===== config.mk =====
export PLATFORM = sky130hd
export DESIGN_NAME = line_tracker_ctrl
export DESIGN_NICKNAME = d
export VERILOG_FILES = /design/src/rtl/line_tracker_ctrl.sv
export SDC_FILE = /design/constraint.sdc
export NUM_CORES = 1
export LEC_CHECK = 0
export ABC_CLOCK_PERIOD_IN_PS = 3300
export BUFFER_PORTS_ARGS = -buffer_cell sky130_fd_sc_hd__buf_4
export CAP_MARGIN = 20
export CORE_MARGIN = 1.5
export CORE_UTILIZATION = 46
export CTS_BUF_LIST = sky130_fd_sc_hd__clkbuf_8
export DETAILED_ROUTE_END_ITERATION = 6
export GPL_TIMING_DRIVEN = 0
export PLACE_DENSITY = 0.62
export RECOVER_POWER = 25
export SLEW_MARGIN = 20
export SYNTH_ARGS = -nofsm -noshare
export SYNTH_HDL_FRONTEND = slang
export SYNTH_SLANG_ARGS = --single-unit

===== constraint.sdc =====
create_clock -name clk -period 3.3 [get_ports clk]
set_input_delay 0.495 -clock clk [delete_from_list [all_inputs] [get_ports clk]]
set_output_delay 0.495 -clock clk [all_outputs]
set_load 0.02 [all_outputs]

===== src/rtl/line_tracker_ctrl.sv =====
// Line-following drive controller.
// The raw sensor bits are synchronised and debounced. The offset of the line
// is computed from the outermost detecting channels, and a small FSM turns
// that offset into a drive command. When the line is lost, the FSM steers in
// the last turn direction until a timeout expires.
//
// state    | meaning
// ---------+---------------------------------------------------------------
// IDLE     | not enabled, drive stopped
// TRACK    | line visible, steer toward it (forward on centre or crossing)
// RECOVER  | line lost, repeat last turn while the lost timer runs
// HALT     | lost timer expired, stopped until the line reappears

module line_tracker_ctrl #(
    parameter int N_SENSORS    = 5,
    parameter int DEBOUNCE     = 4,
    parameter int LOST_TIMEOUT = 1000,
    parameter int ACTIVE_LOW   = 1
) (
    input  logic                 clk,
    input  logic                 reset,
    input  logic                 enable,
    input  logic [N_SENSORS-1:0] track,
    output logic [1:0]           state,
    output logic signed [4:0]    error,
    output logic                 line_valid,
    output logic                 lost
);

    localparam logic [N_SENSORS-1:0] NO_LINE  = (ACTIVE_LOW != 0) ? {N_SENSORS{1'b1}}
                                                                   : {N_SENSORS{1'b0}};
    localparam logic [7:0]           DB_LAST  = 8'(DEBOUNCE - 1);
    localparam logic [19:0]          TMR_LIM  = 20'(LOST_TIMEOUT);
    localparam logic [19:0]          TMR_LAST = 20'(LOST_TIMEOUT - 1);

    localparam logic [1:0] CMD_STOP  = 2'b00;
    localparam logic [1:0] CMD_RIGHT = 2'b01;
    localparam logic [1:0] CMD_LEFT  = 2'b10;
    localparam logic [1:0] CMD_FWD   = 2'b11;

    typedef enum logic [1:0] {
        S_IDLE    = 2'd0,
        S_TRACK   = 2'd1,
        S_RECOVER = 2'd2,
        S_HALT    = 2'd3
    } fsm_t;

    logic [N_SENSORS-1:0] sync1;
    logic [N_SENSORS-1:0] sync2;
    logic [N_SENSORS-1:0] filt;
    logic [7:0]           db_cnt [N_SENSORS];
    logic [N_SENSORS-1:0] detect;
    logic                 any_c;
    logic                 all_c;
    logic signed [4:0]    err_c;
    logic [1:0]           trk_cmd;
    logic                 turn_c;
    int                   lo_idx;
    int                   hi_idx;
    fsm_t                 fsm;
    logic [1:0]           last_dir;
    logic [19:0]          timer;

    // Two-flop synchroniser, preset to the no-line level so reset looks like "no line".
    always_ff @(posedge clk or posedge reset) begin
        if (reset) begin
            sync1 <= NO_LINE;
            sync2 <= NO_LINE;
        end else begin
            sync1 <= track;
            sync2 <= sync1;
        end
    end

    // Per-channel debounce: a channel flips only after DEBOUNCE consecutive mismatching edges.
    always_ff @(posedge clk or posedge reset) begin
        if (reset) begin
            filt <= NO_LINE;
            for (int i = 0; i < N_SENSORS; i++) begin
                db_cnt[i] <= 8'd0;
            end
        end else begin
            for (int i = 0; i < N_SENSORS; i++) begin
                if (sync2[i] == filt[i]) begin
                    db_cnt[i] <= 8'd0;
                end else if (db_cnt[i] == DB_LAST) begin
                    filt[i]   <= sync2[i];
                    db_cnt[i] <= 8'd0;
                end else begin
                    db_cnt[i] <= db_cnt[i] + 8'd1;
                end
            end
        end
    end

    // Line offset from the outermost detecting channels, and the steering command it implies.
    always_comb begin
        detect = (ACTIVE_LOW != 0) ? ~filt : filt;
        any_c  = 1'b0;
        lo_idx = 0;
        hi_idx = 0;
        for (int i = 0; i < N_SENSORS; i++) begin
            if (detect[i]) begin
                if (!any_c) begin
                    lo_idx = i;
                end
                hi_idx = i;
                any_c  = 1'b1;
            end
        end
        all_c = &detect;
        err_c = any_c ? 5'(lo_idx + hi_idx - (N_SENSORS - 1)) : 5'sd0;
        if (all_c || err_c == 5'sd0) begin
            trk_cmd = CMD_FWD;
        end else if (err_c < 5'sd0) begin
            trk_cmd = CMD_LEFT;
        end else begin
            trk_cmd = CMD_RIGHT;
        end
        turn_c = (trk_cmd != CMD_FWD);
    end

    // Sequencing FSM with registered outputs. The decision uses the filtered bits
    // directly, so a command appears on the same edge as the matching error/line_valid.
    always_ff @(posedge clk or posedge reset) begin
        if (reset) begin
            fsm        <= S_IDLE;
            state      <= CMD_STOP;
            error      <= 5'sd0;
            line_valid <= 1'b0;
            lost       <= 1'b0;
            last_dir   <= CMD_FWD;
            timer      <= 20'd0;
        end else begin
            error      <= err_c;
            line_valid <= any_c;
            if (!enable) begin
                fsm   <= S_IDLE;
                state <= CMD_STOP;
                lost  <= 1'b0;
            end else begin
                case (fsm)
                    S_IDLE: begin
                        if (any_c) begin
                            fsm   <= S_TRACK;
                            state <= trk_cmd;
                            lost  <= 1'b0;
                            if (turn_c) last_dir <= trk_cmd;
                        end else begin
                            fsm   <= S_RECOVER;
                            timer <= 20'd0;
                            state <= last_dir;
                            lost  <= 1'b1;
                        end
                    end
                    S_TRACK: begin
                        if (any_c) begin
                            state <= trk_cmd;
                            lost  <= 1'b0;
                            if (turn_c) last_dir <= trk_cmd;
                        end else begin
                            fsm   <= S_RECOVER;
                            timer <= 20'd0;
                            state <= last_dir;
                            lost  <= 1'b1;
                        end
                    end
                    S_RECOVER: begin
                        if (any_c) begin
                            fsm   <= S_TRACK;
                            state <= trk_cmd;
                            lost  <= 1'b0;
                            if (turn_c) last_dir <= trk_cmd;
                        end else if (timer >= TMR_LAST) begin
                            fsm   <= S_HALT;
                            timer <= TMR_LIM;
                            state <= CMD_STOP;
                            lost  <= 1'b1;
                        end else begin
                            timer <= timer + 20'd1;
                            state <= last_dir;
                            lost  <= 1'b1;
                        end
                    end
                    default: begin
                        if (any_c) begin
                            fsm   <= S_TRACK;
                            state <= trk_cmd;
                            lost  <= 1'b0;
                            if (turn_c) last_dir <= trk_cmd;
                        end else begin
                            state <= CMD_STOP;
                            lost  <= 1'b1;
                        end
                    end
                endcase
            end
        end
    end

endmodule


# == Word level (Yosys, flattened, before mapping) ==
# Index checks and enable logic that the tools add are counted.
# totals
regBits,88
in_bits,8
# op_classes
addsub,8
magnitude_cmp,2
n_eq_ne,18
mux,49
n_bitwise,6
reduce_logical,14
# ops
op,count
$mux 8,10
$mux 20,3
$add 8x1->8 const B,5
$eq 8x2->1 const B,5
$mux 5,8
$pmux 20 s2,1
$mux 2,15
$add 20x1->20 const B,1
$ge 20x10->1 const B,1
$mux 1,10
$reduce_and 2->1,5
$ne 2x2->1 const B,3
$pmux 2 s3,1
$reduce_and 3->1,2
$add 5x5->5,1
$eq 1x1->1,5
$logic_not 5->1,1
$lt 5x1->1 const B,1
$ne 5x1->1 const B,1
$not 1->1,5
$not 5->5,1
$reduce_and 5->1,1
$sub 5x4->5 const B,1
$ne 4x4->1 const B,1
9 further kinds,9

# == Longest topological paths before layout ==
# Gate-level depths: netlist of run 1.
# logic_depth
depth_word,19
mapped_depth,11
ltp_nobuf,10

# == Least setup slack after synthesis of run 1 ==
# Ideal clock, no wire load.
# synth_timing
path_kind,register -> register
startpoint,reg filt[4]
endpoint,reg state[1]
setup_time_ns,0.120
arrival_ns,2.189
slack_ns,0.991
stages_incl_launch_ff,11
period_less_slack_ns,2.309
cell_sequence,dfstp_2 -> clkbuf_1 -> inv_1 -> a21oi_1 -> ha_1 -> ha_1 -> inv_1 -> fa_1 -> nand3_1 -> a31oi_1 -> a31o_2
# synth_via
elab_chain_cells,11
# synth_lines
item,line,rtl
from (decl),50,logic [N_SENSORS-1:0] filt;
"from (signal, indexed assignment)",87,filt[i] <= sync2[i];
$not 5->5 (*),98,detect = (ACTIVE_LOW != 0) ? ~filt : filt;
$mux 5,103,if (detect[i]) begin
$add 5x5->5,112,err_c = any_c ? 5'(lo_idx + hi_idx - (N_SENSORS - 1)) : 5'sd0;
$sub 5x4->5,112,
$mux 5,112,
$lt 5x1->1 / $logic_not 5->1 (equally long branches),"115, 113",
$mux 2 / $logic_or 1x1->1 (equally long branches),"115, 113",
$mux 2,113,if (all_c || err_c == 5'sd0) begin
"$mux 2, on equally long branches",n/a,
$pmux 2 s2 (*),142,case (fsm)
$mux 2 (*),137,if (!enable) begin
to (signal assigned),146,state <= trk_cmd;
to (signal assigned),152,state <= last_dir;
to (signal assigned),188,state <= trk_cmd;
to (decl),24,"output logic [1:0] state,"
# Mark *: on every way between the ends. The rest lies on a longest branch, timed or not.
# A chain may end at the register's enable or synchronous reset.

# == Final worst setup path of run 1 ==
# Ends and elaborated chain as after synthesis.

==> qor.txt, run 1 <==
Run status - complete, but fails checks
Failing checks - max-capacitance violations, max-slew violations
Final min period - 2.58 ns
Register area share after synthesis - 0.541
Number of distinct library cells after synthesis - 45
Highest-delay cell along the critical path - dfstp_2
WP data arrival - 2.82 ns
PostCTS Resize Cnt - 0
CP endpoint - state[1]
Finished Cell Area - 0.00461 mm^2
Reg2reg end - state[1]
GRT Resource Usage Total - 0.173
Die Footprint - 0.00951 mm^2
WS Path Type - register to register
Final Skew - 0.00487 ns
Initial core utilization - 0.474
FF+latch count, synth - 88
Number of global-route vias before repair - 2832
Crit Reg-Reg Startpoint - filt[4]
Hold Crit Class - primary input to register
I/O pins - 17
Cell chain of the critical path - clkbuf_1 > inv_1 > a21oi_1 > ha_1 > ha_1 > inv_1 > fa_1 > nand3_1 > a31oi_1 > a31o_2
Die X-Extent - 97.5 um
Syn Std Cell Area - 0.00411 mm^2
Post-synth EDFFs - 0
Wire per inst - 14.0 um
Root Driver - clkbuf_8
Clk slew on worst S/H paths - 0.09 ns
WP buf/inv - 3
Clk_lat worst skew - 0.35 ns
Total number of vias - 2862
Placed Area - 0.00440 mm^2
# nets final - 434
CTS Buf Count - 9
Ys async rst share - 1.00
Post-CTS setup buffers - 0
GRT overflow - 0
PD cells - 656 mW/mm^2
Top-area cell type share of the netlist area - 0.432
Largest cells by area after synthesis - dfrtp_1 (43%), dfstp_2 (11%), xor2_1 (6.0%)
Max Cap Viol - 1
Cts hold-fix bufs - 0
Vias per cell - 5.42
CP Max Fanout - 6
DR iter-0 viols - 88
RD Place Congestion - 0.805
Avg Cell Area, Syn - 10.6 um^2
Syn Nets - 406
CTS tree - yes
Top_reg_cell synth - dfrtp_1
Kind of cell adding the most delay to the critical path - adder cells
Clk sinks - 88
CP startpoint - filt[4]
Levels on crit path - 10
Total wire length - 7.41 mm
Worst VDD drop - 0.000313 V
Ys Warns - 0
Initial antenna violation count - 0
Hold Fails Final Rpt - 0
Area Growth Syn to Fin - 12.2%
P_leak - 2.07 nW
Final Max Slew Viols - 44
Residual DRC count - 0
Reg2reg path depth - 10
Standard-cell rows - 34
CP Launch Type - register
Antenna-violating nets left - 0
Unrepaired setup endpoints after global routing - no
Fmax - 388 MHz
PortBufs - 16
Dpl hpwl - 5.07 mm
Tcrit/Tclk final - 0.781
# setup viols final - 0
# diodes - 0
Longest Clk Path Bufs - 2
Largest net degree at the start of global routing - 46
CP Capture Type - register
Post-Syn Instances - 387
Slew headroom - -0.257
Cell accounting for the most synthesized area - dfrtp_1
Measured slew at the worst slew-check pin - 1.87 ns
Reg2reg setup slack - 0.72 ns
Hold_ws - 0.242 ns
Layout cells sized above 1 - 0.174
Die Y - 97.5 um
H-tree depth - 3
Drt first pass iters - 4
Core area - 0.00868 mm^2
First-pass GRT wire length - 13.3 mm
Worst Path Required - 3.54 ns
Largest stage delay on the critical path - 0.52 ns
## power breakdown
part           leakage [nW]  switching, mW  internal (mW)  total (mW)
logic                 0.822          0.476          0.337       0.813
registers              1.14          0.123           1.28        1.40
clock network         0.110          0.387          0.428       0.814
## worst min-delay path by stage
stage / startpoint / to / slack, ns / cells after the start
global route: track[1] / sync1[1] / 0.22 / 1
CTS: reset / db_cnt[29] / 0.19 / 2
detailed placement: sync1[1] / sync2[1] / 0.35 / 0
finish: track[1] / sync1[1] / 0.24 / 1
global placement: sync1[1] / sync2[1] / 0.35 / 0
floorplan: sync1[0] / sync2[0] / 0.35 / 0
## stage by stage
stage                     std cells  utilization  worst slack [ns]  setup TNS, ns  total power, mW
after floorplan                 387            -             0.555              0             1.99
after global placement          511        0.503            -0.493         -34.71             2.21
after detailed placement        512        0.506             0.749              0             2.24
after CTS                       528        0.532             0.727              0             3.07
after global routing            528        0.532             0.541              0             3.24
final                           528        0.532             0.722              0             3.03
## per-layer routing
metal / share of wire / global-route usage / vias to the layer above
li1: - / - / 1417
met1: 0.49 / 0.242 / 1389
met2: 0.46 / 0.264 / 49
met3: 0.037 / 0.0468 / 7
met4: 0.0088 / 0.0527 / 0
met5: 0 / 0 / -
## state kept, by name, summed over array words and instances (netlist names)
| signal | cells |
|---|---|
| sync2 | 5 |
| fsm | 2 |
| last_dir | 2 |
| timer | 20 |
| line_valid | 1 |
| filt | 5 |
| lost | 1 |
| state | 2 |
| sync1 | 5 |
| db_cnt | 40 |
| error | 5 |
## synth_stat cells, types with 2 or more instances
| library cell | count |
|---|---|
| a211oi_1 | 2 |
| a21boi_0 | 2 |
| a21oi_1 | 6 |
| a32o_1 | 2 |
| and2_1 | 7 |
| and3_1 | 19 |
| and3_2 | 2 |
| buf_2 | 8 |
| clkbuf_1 | 3 |
| dfrtp_1 | 71 |
| dfstp_2 | 17 |
| ha_1 | 10 |
| inv_1 | 10 |
| mux2_2 | 4 |
| mux2_4 | 2 |
| nand2_1 | 22 |
| nand2b_1 | 3 |
| nand3_1 | 31 |
| nand4_1 | 9 |
| nor2_1 | 45 |
| nor2b_1 | 2 |
| nor3_1 | 17 |
| nor4_1 | 9 |
| nor4b_1 | 3 |
| o21a_1 | 10 |
| o21ai_0 | 10 |
| o2bb2ai_1 | 7 |
| or4_4 | 2 |
| or4b_1 | 2 |
| xnor2_1 | 8 |
| xor2_1 | 28 |
## cell usage in the layout (no fill, tap or decap), drive strengths merged, types with 3 or more instances in the layout
cell type,Yosys,final
nand4,9,9
a21oi,6,6
and2,7,7
dfstp,17,17
o21a,10,10
and3,21,21
mux2,6,6
nand3,31,31
o2bb2ai,7,7
nor2,45,45
inv,10,10
nor4b,3,3
xor2,28,28
dfrtp,71,71
clkbuf,4,19
buf,8,19
ha,10,10
xnor2,8,8
o21ai,10,10
or4,3,3
clkinv,0,3
nand2b,3,3
nor4,9,9
nor3,17,17
nand2,22,22
## cell type report
cell class	instances	area [um^2]
tap	108	135
fill	801	4070
clock buffer	9	124
multi-input combinational	277	1790
clock inverter	7	95.1
inverter	10	38.8
sequential	88	2220
timing repair buffer	17	148
buffer	12	56.3
## kinds of logic after synthesis
logic type	synth area share
adders and majority gates	0.0353
xor gates and xnor gates	0.0767
buffers and inverters	0.0228
DFF	0.541
muxes	0.0183
and+or+nand+nor	0.222
AOI/OAI and AO/OA	0.0840
No activity file was read; power rests on OpenSTA's default activity.
==> run 2: changes to the inputs <==
ABC_CLOCK_PERIOD_IN_PS = 2600   (was 3300)
clock period = 2.6 ns   (was 3.3 ns; I/O delays follow)
==> run 2 against run 1 <==
  * The run now ends clean
  * Sequential share of layout area grew 0.22 points
  * Clock power grew 24%
  * Register-to-register slack lost 0.54 ns
  * Core utilization shrank 0.25 points
  * Clock-buffer cell count is the same
  * Critical path depth shrank 1
  * Sequential cell count is the same
  * Routed wire length grew 0.55%
  * Die area is the same
  * Largest power group unchanged
==> qor.txt, run 2 (same netlist as run 1, synthesis figures left out) <==
P_leak - 2.06 nW
Final Skew - 0.0119 ns
Commonest non-fill, non-tap cell in the layout - dfrtp_1
Levels on crit path - 9
Unrepaired setup endpoints after global routing - no
Largest regs - db_cnt: 40 flops, timer: 20 flops
Standard-cell rows - 34
Longest Clk Path Bufs - 2
Worst Path Required - 2.84 ns
Wire per inst - 14.2 um
Antenna-violating nets left - 0
# nets final - 431
Finished Cell Area - 0.00459 mm^2
WP buf/inv - 2
Die Y - 97.5 um
CP Launch Type - register
Number of global-route vias before repair - 2848
Layout cells sized above 1 - 0.168
Vias per cell - 5.44
Largest net degree at the start of global routing - 35
Dpl hpwl - 5.15 mm
PD cells - 830 mW/mm^2
Worst VDD drop - 0.000325 V
First-pass GRT wire length - 13.3 mm
RD Place Congestion - 0.831
H-tree depth - 3
Area Growth Syn to Fin - 11.7%
Total number of vias - 2857
Tcrit/Tclk final - 0.931
Initial core utilization - 0.474
CP Max Fanout - 6
WP data arrival - 2.66 ns
CTS tree - yes
Post-CTS setup buffers - 0
I/O pins - 17
# setup viols final - 0
Total wire length - 7.45 mm
WS Path Type - register to register
Measured slew at the worst slew-check pin - 1.06 ns
Pre-CTS setup slack - 0.00734 ns
Clk slew on worst S/H paths - 0.09 ns
Largest stage delay on the critical path - 0.60 ns
Clk sinks - 88
Residual DRC count - 0
Setup TNS - 0 ns
Fmax - 413 MHz
Die Footprint - 0.00951 mm^2
Reg2reg path depth - 9
Commonest non-fill, non-tap cells in the layout - dfrtp_1 (71), nor2_1 (45), nand3_1 (31), xor2_1 (28), nand2_1 (22)
GRT overflow - 0
WHS Path Cells - 1
Clk_lat worst skew - 0.36 ns
Biggest register - db_cnt
Placed Area - 0.00441 mm^2
Run status - finished, final reports clean
GRT Resource Usage Total - 0.173
Cell chain of the critical path - inv_1 > a21oi_1 > ha_1 > ha_1 > inv_1 > fa_1 > nand3_1 > a31oi_2 > a31o_2
CP Capture Type - register
DR iter-0 viols - 113
Slew headroom - 0.291
Initial antenna violation count - 0
Power Total - 3.81 mW
Hold Fails Final Rpt - 0
Final Max Slew Viols - 0
Final min period - 2.42 ns
Fill cell count - 780
Kind of cell adding the most delay to the critical path - adder cells
Root Driver - clkbuf_8
Drt first pass iters - 4
Max FFs per register - 40
Die X-Extent - 97.5 um
Core area - 0.00868 mm^2
CTS Buf Count - 9
Max Cap Viol - 0
Highest-delay cell along the critical path - dfstp_2
# diodes - 0
Worst setup margin - 0.179 ns
Hold Crit Class - primary input to register
PortBufs - 16
-- run 2: through the flow --
| stage | cells | utilization | hold WS, ns |
|---|---|---|---|
| after floorplan | 387 | - | 0.345 |
| after global placement | 511 | 0.503 | 0.347 |
| after detailed placement | 513 | 0.508 | 0.348 |
| after CTS | 528 | 0.532 | 0.0788 |
| after global routing | 525 | 0.529 | 0.108 |
| final | 525 | 0.529 | 0.131 |
-- run 2: where the power goes --
part / leakage [nW] / internal, mW / switching, mW
clock: 0.112 / 0.536 / 0.470
sequential: 1.14 / 1.63 / 0.221
combinational: 0.810 / 0.416 / 0.540
total: 2.06 / 2.58 / 1.23
-- run 2: routing by layer --
| layer | track usage | up-vias | wire (um) |
|---|---|---|---|
| met3 | 0.0532 | 6 | 270 |
| met2 | 0.262 | 27 | 3400 |
| li1 | - | 1409 | - |
| met4 | 0.0538 | 0 | 83 |
| met5 | 0 | - | 0 |
| met1 | 0.240 | 1415 | 3690 |
-- run 2: final timing paths --
| check | startpoint | end | slack, ns |
|---|---|---|---|
| max reg2reg | filt[4] | state[1] | 0.18 |
| max | filt[4] | state[1] | 0.18 |
| max in group asynchronous | reset | filt[2] | 0.86 |
| min reg2reg | sync1[0] | sync2[0] | 0.36 |
| min | track[2] | sync1[2] | 0.13 |
| min in group asynchronous | reset | db_cnt[35] | 0.23 |
-- run 2: final cells by class --
| type | instances | area [um^2] | share of cell area |
|---|---|---|---|
| plain buffers | 8 | 37.5 | 0.00817 |
| clock buffers | 9 | 124 | 0.0270 |
| clock inverters | 7 | 88.8 | 0.0193 |
| inverters | 10 | 38.8 | 0.00845 |
| multi-input cells | 277 | 1800 | 0.392 |
| flip-flops and latches | 88 | 2220 | 0.484 |
| well taps | 108 | 135 | 0.0294 |
| repair buffers | 18 | 145 | 0.0316 |
-- run 2: repair_timing --
item | in CTS | in global routing
endpoints found under the setup margin | 1 | 3
hold buffers | 0 | 0
resized for setup | 0 | 2
==> run 3: changes to the inputs <==
ABC_CLOCK_PERIOD_IN_PS = 2300   (was 2600)
SKIP_CTS_REPAIR_TIMING = 1   (was not set)
clock period = 2.3 ns   (was 2.6 ns; I/O delays follow)
==> run 3 against run 2 <==
  * Critical path type unchanged
  * Clock power rose by 15%
  * Final cell count increased by 2.3%
  * Worst setup slack got worse by 0.14 ns
  * Highest routed layer unchanged
  * Combinational power up 37%
  * Hold slack worse by 0.039 ns
  * Sequential power grew 11%
==> qor.txt, run 3 (same netlist as run 1, synthesis figures left out) <==
Run status - finished, final reports clean
Unrepaired setup endpoints after global routing - yes
H-tree depth - 3
Worst setup margin - 0.0381 ns
Total number of vias - 2859
WHS Path Cells - 1
Worst VDD drop - 0.000487 V
Combinational share of power - 0.290
Residual DRC count - 0
Reg2reg setup slack - 0.04 ns
Fmax - 442 MHz
NetSw - 1.46 mW
RD Place Congestion - 0.833
Total wire length - 7.31 mm
Layout cells sized above 1 - 0.217
Vias per cell - 5.32
Switching fraction of total power - 0.324
CTS tree - yes
Final Skew - 0.0116 ns
Clk_lat worst skew - 0.36 ns
HP Start - track[1]
Fill cell count - 770
# nets final - 443
Reg2reg path depth - 9
Measured slew at the worst slew-check pin - 1.04 ns
Highest-delay cell along the critical path - dfstp_2
Number of global-route vias before repair - 2864
Pre-CTS setup slack - -0.165 ns
Slew headroom - 0.304
Die Footprint - 0.00951 mm^2
Final min period - 2.26 ns
Antenna-violating nets left - 0
PD cells - 958 mW/mm^2
Hold Fails Final Rpt - 0
GRT overflow - 0
# setup viols final - 0
P_leak - 2.11 nW
Initial antenna violation count - 0
WS Path Type - register to register
Hold_ws - 0.0919 ns
Core area - 0.00868 mm^2
CP Max Fanout - 7
Max Cap Viol - 0
Setup TNS - 0 ns
Final Max Slew Viols - 0
Reg2reg end - state[1]
DR iter-0 viols - 90
Hold path endpoint - sync1[1]
Hold Crit Class - primary input to register
Commonest non-fill, non-tap cells in the layout - dfrtp_1 (71), nor2_1 (45), nand3_1 (30), xor2_1 (28)
Area Growth Syn to Fin - 14.9%
Largest net degree at the start of global routing - 35
Clk sinks - 88
Clk slew on worst S/H paths - 0.09 ns
Die X-Extent - 97.5 um
Pint - 3.06 mW
Largest stage delay on the critical path - 0.62 ns
First-pass GRT wire length - 13.1 mm
Biggest register - db_cnt
Cell chain of the critical path - buf_4 > nand4_1 > nand2_1 > inv_1 > fa_2 > xor2_1 > nand3_2 > a31oi_2 > a31o_2
Dpl hpwl - 5.12 mm
Initial core utilization - 0.474
Die Y - 97.5 um
Root Driver - clkbuf_8
CP Capture Type - register
# diodes - 0
Wire per inst - 13.6 um
CP Launch Type - register
WP data arrival - 2.50 ns
Largest regs - db_cnt: 40 flops, timer: 20 flops
Clk network pwr share - 0.257
Longest Clk Path Bufs - 2
CTS Buf Count - 9
I/O pins - 17
Commonest non-fill, non-tap cell in the layout - dfrtp_1
Worst Path Required - 2.54 ns
Max FFs per register - 40
Tcrit/Tclk final - 0.983
Crit Reg-Reg Startpoint - filt[2]
PortBufs - 16
Flop pwr share - 0.453
Drt first pass iters - 6
GRT Resource Usage Total - 0.170
Standard-cell rows - 34
[run 3: critical path, delay by kind of cell (launching register included)]
| kind | cells | cell delay (ns) |
|---|---|---|
| flip-flops | 1 | 0.62 |
| AND/OR/NAND/NOR | 3 | 0.43 |
| adder cells (fa/ha/maj) | 1 | 0.41 |
| AO/OA/AOI/OAI | 2 | 0.31 |
| buffers and inverters | 2 | 0.22 |
| XOR/XNOR | 1 | 0.16 |
[run 3: cell type report]
class | count | area [um^2] | share of cell area
well taps | 108 | 135 | 0.0286
clock buffers | 9 | 124 | 0.0262
repair buffers | 30 | 235 | 0.0498
clock inverters | 7 | 93.8 | 0.0199
multi-input cells | 277 | 1830 | 0.388
inverters | 10 | 38.8 | 0.00822
flip-flops and latches | 88 | 2220 | 0.471
plain buffers | 8 | 37.5 | 0.00795
[run 3: power by group through the flow]
stage | sequential, mW | clock, mW | combinational [mW]
floorplan | 2.07 | 0 | 0.783
global placement | 2.03 | 0 | 1.14
detailed placement | 2.03 | 0 | 1.18
CTS | 2.00 | 1.20 | 1.18
global route | 2.09 | 1.27 | 1.47
finish | 2.05 | 1.16 | 1.31
[run 3: how the worst max path moves through the flow]
| stage | endpoint | depth (start not counted) | from | slack (ns) |
|---|---|---|---|---|
| after detailed placement | state[1] | 11 | filt[2] | -0.17 |
| after global routing | state[1] | 10 | filt[2] | -0.06 |
| after floorplan | state[1] | 11 | filt[2] | 0.03 |
| after global placement | state[1] | 11 | filt[2] | -0.14 |
| final | state[1] | 9 | filt[2] | 0.04 |
| after CTS | state[1] | 11 | filt[2] | -0.20 |
[run 3: per-layer routing]
| layer | vias up | routed length [um] | GRT usage |
|---|---|---|---|
| met5 | - | 0 | 0 |
| met2 | 33 | 3260 | 0.252 |
| met1 | 1374 | 3700 | 0.240 |
| met4 | 0 | 140 | 0.0813 |
| li1 | 1441 | - | - |
| met3 | 11 | 208 | 0.0345 |
[run 3: metrics by stage]
step	utilization	area, um^2	power, mW	instances
global route	0.544	4720	4.83	537
detailed placement	0.508	4410	3.21	513
finish	0.544	4720	4.52	537
global placement	0.504	4370	3.17	511
floorplan	-	4120	2.85	387
CTS	0.533	4630	4.39	529
